<file path="src/rtl/irq_priority_encoder_pkg.sv">
// Shared constants and FSM state type for the interrupt priority encoder.
package irq_pkg;

    localparam int IRQ_N_REQ  = 8;
    localparam int IRQ_CODE_W = 3;

    typedef enum logic {
        IDLE = 1'b0,
        BUSY = 1'b1
    } irq_state_t;

    // One-hot of a request index; used to clear the acknowledged pending bit.
    function automatic logic [IRQ_N_REQ-1:0] irq_onehot(input logic [IRQ_CODE_W-1:0] code);
        logic [IRQ_N_REQ-1:0] one;
        one = {{(IRQ_N_REQ-1){1'b0}}, 1'b1};
        return one << code;
    endfunction

endpackage

</file>
<file path="src/rtl/irq_priority_encoder_prio_enc8to3.sv">
// Combinational 8-to-3 priority encoder: highest set index wins.
module prio_enc8to3
    import irq_pkg::*;
(
    input  logic [IRQ_N_REQ-1:0]  eligible,
    output logic [IRQ_CODE_W-1:0] code,
    output logic                  any
);

    // Ascending scan so the last (highest) set bit overrides lower ones.
    always_comb begin
        code = '0;
        any  = |eligible;
        for (int i = 0; i < IRQ_N_REQ; i++) begin
            if (eligible[i]) begin
                code = i[IRQ_CODE_W-1:0];
            end
        end
    end

endmodule

</file>
<file path="src/rtl/irq_priority_encoder.sv">
// Registered interrupt priority encoder with sticky pending bits and a
// valid/ack handshake towards the CPU trap logic.
// Optional build macro IRQ_MASK_EN adds the irq_mask port, which gates
// eligibility only (masked rises are still latched into pending).
//
// state | meaning
// IDLE  | no code presented; pick highest eligible pending line
// BUSY  | code presented and held stable until irq_ack
module irq_priority_encoder
    import irq_pkg::*;
(
    input  logic                  clk,
    input  logic                  rst,
    input  logic [IRQ_N_REQ-1:0]  req_in,
`ifdef IRQ_MASK_EN
    input  logic [IRQ_N_REQ-1:0]  irq_mask,
`endif
    input  logic                  irq_ack,
    output logic                  irq_valid,
    output logic [IRQ_CODE_W-1:0] irq_code,
    output logic [IRQ_N_REQ-1:0]  pending
);

    irq_state_t             state, state_nxt;
    logic [IRQ_N_REQ-1:0]   req_q;
    logic [IRQ_N_REQ-1:0]   rise;
    logic [IRQ_N_REQ-1:0]   clr;
    logic [IRQ_N_REQ-1:0]   pending_nxt;
    logic [IRQ_N_REQ-1:0]   eligible;
    logic [IRQ_CODE_W-1:0]  enc_code;
    logic                   enc_any;
    logic                   valid_nxt;
    logic [IRQ_CODE_W-1:0]  code_nxt;

`ifdef IRQ_MASK_EN
    assign eligible = pending & irq_mask;
`else
    assign eligible = pending;
`endif

    prio_enc8to3 u_prio_enc (
        .eligible (eligible),
        .code     (enc_code),
        .any      (enc_any)
    );

    // Edge detect and pending update; a rise in the ack cycle beats the clear.
    always_comb begin
        rise        = req_in & ~req_q;
        clr         = '0;
        if (state == BUSY && irq_ack) begin
            clr = irq_onehot(irq_code);
        end
        pending_nxt = (pending & ~clr) | rise;
    end

    // Next-state and output-register logic for the presentation handshake.
    always_comb begin
        state_nxt = state;
        valid_nxt = irq_valid;
        code_nxt  = irq_code;
        case (state)
            IDLE: begin
                if (enc_any) begin
                    code_nxt  = enc_code;
                    valid_nxt = 1'b1;
                    state_nxt = BUSY;
                end
            end
            BUSY: begin
                if (irq_ack) begin
                    valid_nxt = 1'b0;
                    state_nxt = IDLE;
                end
            end
            default: begin
                state_nxt = IDLE;
                valid_nxt = 1'b0;
            end
        endcase
    end

    // State, edge history, pending and output registers.
    always_ff @(posedge clk) begin
        if (rst) begin
            state     <= IDLE;
            req_q     <= '0;
            pending   <= '0;
            irq_valid <= 1'b0;
            irq_code  <= '0;
        end else begin
            state     <= state_nxt;
            req_q     <= req_in;
            pending   <= pending_nxt;
            irq_valid <= valid_nxt;
            irq_code  <= code_nxt;
        end
    end

endmodule

</file>
<file path="config.mk">
export PLATFORM = sky130hd
export DESIGN_NAME = irq_priority_encoder
export DESIGN_NICKNAME = d
export VERILOG_FILES = /design/src/rtl/irq_priority_encoder_pkg.sv /design/src/rtl/irq_priority_encoder_prio_enc8to3.sv /design/src/rtl/irq_priority_encoder.sv
export SDC_FILE = /design/constraint.sdc
export NUM_CORES = 1
export LEC_CHECK = 0
export CORE_MARGIN = 1
export CORE_UTILIZATION = 40
export DETAILED_ROUTE_END_ITERATION = 10
export MAX_ROUTING_LAYER = met4
export PLACE_DENSITY = 0.72
export SLEW_MARGIN = 10
export SYNTH_ARGS = -nofsm -noshare
export SYNTH_HDL_FRONTEND = slang
export SYNTH_SLANG_ARGS = --single-unit
</file>
<file path="constraint.sdc">
create_clock -name clk -period 1.3 [get_ports clk]
set_clock_uncertainty 0.05 [all_clocks]
set_input_delay 0.195 -clock clk [delete_from_list [all_inputs] [get_ports clk]]
set_output_delay 0.195 -clock clk [all_outputs]
set_load 0.02 [all_outputs]
</file>
==> impl_metrics.toml <==
[outcome]
outcome = "finished clean"

[logic_synthesis]
yosysUniqueCellTypes = 19
synthesis.area_um2 = 788.3
synthArstFlopShare_pct = 0
synth_seq_cells = 21
synth_area_per_cell_um2 = 9.497
ys_seq_area_share_pct = 53.33
netlist.area_leader.share_pct = 53.33
synth_area_leaders = "dfxtp_1 (53%), nand2b_1 (7.9%), a21oi_1 (7.0%)"
synth_edf_count = 0
yosysTopAreaCell = "dfxtp_1"
ys.flop_type = "dfxtp_1"
synth.net_count = 94
yosysWarnings = 0
netlist_instances = 83

[placement]
placed_area_mm2 = 0.001130
gp_congestion = 0.8077
placed_cells = 141
dpl.hpwl_um = 1257
place_ws_ns = -0.2146
io_buffers = 22

[die]
die_h_um = 46.39
dieArea_mm2 = 0.002152
ioPinCount = 23
coreArea_mm2 = 0.001783
die_w_um = 46.39
start_util_pct = 44.21
row_count = 15

[power_and_ir_drop]
p_sw_share_pct = 28.54
total_power_mw = 1.360
p_seq_share_pct = 54.0
peakVddDrop_mv = 0.8300
switching_power_mw = 0.3883
internal-power_mw = 0.9720
pwr-share-comb_pct = 23.8
powerDensity_mw_per_mm2 = 1188
p_leak_nw = 0.4738
clkPwrFrac_pct = 22.2

[grt]
grt_pass1_vias = 639
grt_pass1_wl_um = 2566
grt_max_degree = 13
grt_use_total_pct = 17.62
grt.overflow.total = 0
antenna_found_initial = 0

[cts]
clk_latency_ns = 0.30
cts_setup_buffers = 0
cts_tree = "yes"
clk_pin_slew_ns = 0.11
clockBufferDepth = 2
cts_root_buf = "clkbuf_4"
cts_hold_buf = 0
ctsHtreeMaxLevel = 1
clock_sinks = 21
cts_made_buffers = 3

[drt]
finalWirelength_um = 1595
routedWlPerCell_um = 11.00
drc = 0
via_count = 696
viasPerCell = 4.800
drt-initial-drc-count = 9
ant_nets = 0
drtPass1Iterations = 4

[worst_setup_path]
cp_slowest_cell = "dfxtp_1"
crit_path_end = "irq_code[0]"
slowest_delay_ns = 0.37
cp-start-kind = "register"
cp.arrival_ns = 1.44
critPathTopFamily = "simple AND/OR/NAND/NOR gates"
reg2reg_depth = 4
path_cells = "nor4_4, a21oi_4, o311a_1, nor3_2"
regToRegEndpoint = "irq_code[0]"
cp.buffers_inverters = 0
cp-startpoint = "pending[6]"
r2r-start = "pending[6]"
cp-end-kind = "register"
path_max_fanout = 7
crit_type = "reg2reg"
worstPathRequired_ns = 1.49
r2r_slack_ns = 0.05
crit_cells = 4

[timing]
hold_viol_final = 0
finalCriticalPeriod_ns = 1.254
setup_slack_ns = 0.04644
setup_viol = 0
rsz0062_at_grt = "true"
worstMarginPinSlew_ns = 0.2984
fin_crit_sh_pct = 96.43
drv_slew = 0
whs_ns = 0.4095
timing.slew.headroom_pct = 79.96
finalSetupTns_ns = 0
max_freq_mhz = 797.7

[final_layout]
fin_area_mm2 = 0.001145
instances_no_fill = 145
layout-drive-gt1-share_pct = 26.67
antenna_cells = 0
final_nets = 132
fin_util_pct = 64.21
areaGrowthSynthToFinish_pct = 45.24

[hold_path]
min_path_type = "in2reg"

[flow_run]
maxCapViolCount = 0
cells in the final DEF (no fill, tap or decap):
cell | netlist | layout
clkdlybuf4s15_1 | 0 | 1
a21oi_4 | 0 | 1
nor4_4 | 1 | 2
nor2b_1 | 8 | 8
nand3_1 | 1 | 1
nand2_1 | 3 | 3
o21ai_0 | 6 | 6
nand2b_1 | 10 | 10
a211oi_1 | 3 | 3
clkinv_2 | 0 | 1
or2_2 | 1 | 1
buf_4 | 0 | 13
clkdlybuf4s15_2 | 0 | 2
dfxtp_2 | 0 | 2
a21oi_1 | 11 | 11
dlygate4sd2_1 | 0 | 3
inv_1 | 2 | 2
o31ai_1 | 2 | 2
dfxtp_1 | 21 | 19
o311a_1 | 1 | 1
nor2_1 | 6 | 6
clkbuf_4 | 0 | 3
nor3_2 | 1 | 1
clkbuf_2 | 0 | 6
clkdlybuf4s50_1 | 0 | 10
nor3_1 | 2 | 2
power by group through the flow:
stage	Combinational (mW)	Sequential [mW]	Clock [mW]
2_1_floorplan	0.109	0.798	0
3_3_place_gp	0.337	0.743	0
3_5_place_dp	0.343	0.745	0
4_1_cts	0.325	0.729	0.312
5_1_grt	0.355	0.741	0.338
6_report	0.324	0.734	0.302
state kept, by name, summed over array words and instances, names as in the netlist:
signal     count
state          1
pending        8
irq_valid      1
irq_code       3
req_q          8
cell type report:
type / instances / area [um2]
fill: 160 / 638.1
sequential: 21 / 422.9
multi-input combinational: 58 / 369.1
timing repair buffer: 35 / 286.5
tap: 25 / 31.28
clock buffer: 3 / 22.52
inverter: 2 / 7.507
clock inverter: 1 / 5.005
worst min-delay path by stage:
stage,start,end,cells after the start
3_3_place_gp,req_q[2],pending[2],2
3_5_place_dp,req_q[5],pending[5],2
4_1_cts,req_in[5],pending[5],3
2_1_floorplan,rst,req_q[0],1
6_report,req_in[5],pending[5],3
5_1_grt,req_in[7],req_q[7],2
per-layer routing:
layer / part of all wire (%) / vias to the layer above / wire (um) / GRT usage (%)
li1: - / 360 / - / -
met1: 44 / 306 / 708 / 20.57
met2: 49 / 26 / 778 / 28.33
met3: 5.6 / 4 / 90 / 3.529
met4: 1.2 / 0 / 19 / 8.824
met5: 0 / - / 0 / -
Yosys cell counts, types with 2 or more instances:
library cell / instances
dfxtp_1: 21
a21oi_1: 11
nand2b_1: 10
nor2b_1: 8
nor2_1: 6
o21ai_0: 6
a211oi_1: 3
nand2_1: 3
clkbuf_1: 2
inv_1: 2
nor3_1: 2
o31ai_1: 2
logic make-up after synthesis:
family	Yosys count	synth area share [%]
AOI/OAI and AO/OA	24	17.94
DFF	21	53.33
and+or+nand+nor	34	26.83
buffers and inverters	4	1.905
what timing repair did:
action	in CTS	in global routing
setup endpoints to repair	13	12
pin swaps	0	1
resized for setup	20	13
worst reg2reg max path: cells and delay by family, from the launching register on:
kind	cells	cell delay (ns)
AO/OA/AOI/OAI	2	0.26
AND/OR/NAND/NOR	2	0.51
flip-flops	1	0.37
Note: power is estimated with default switching activity, not from simulation.
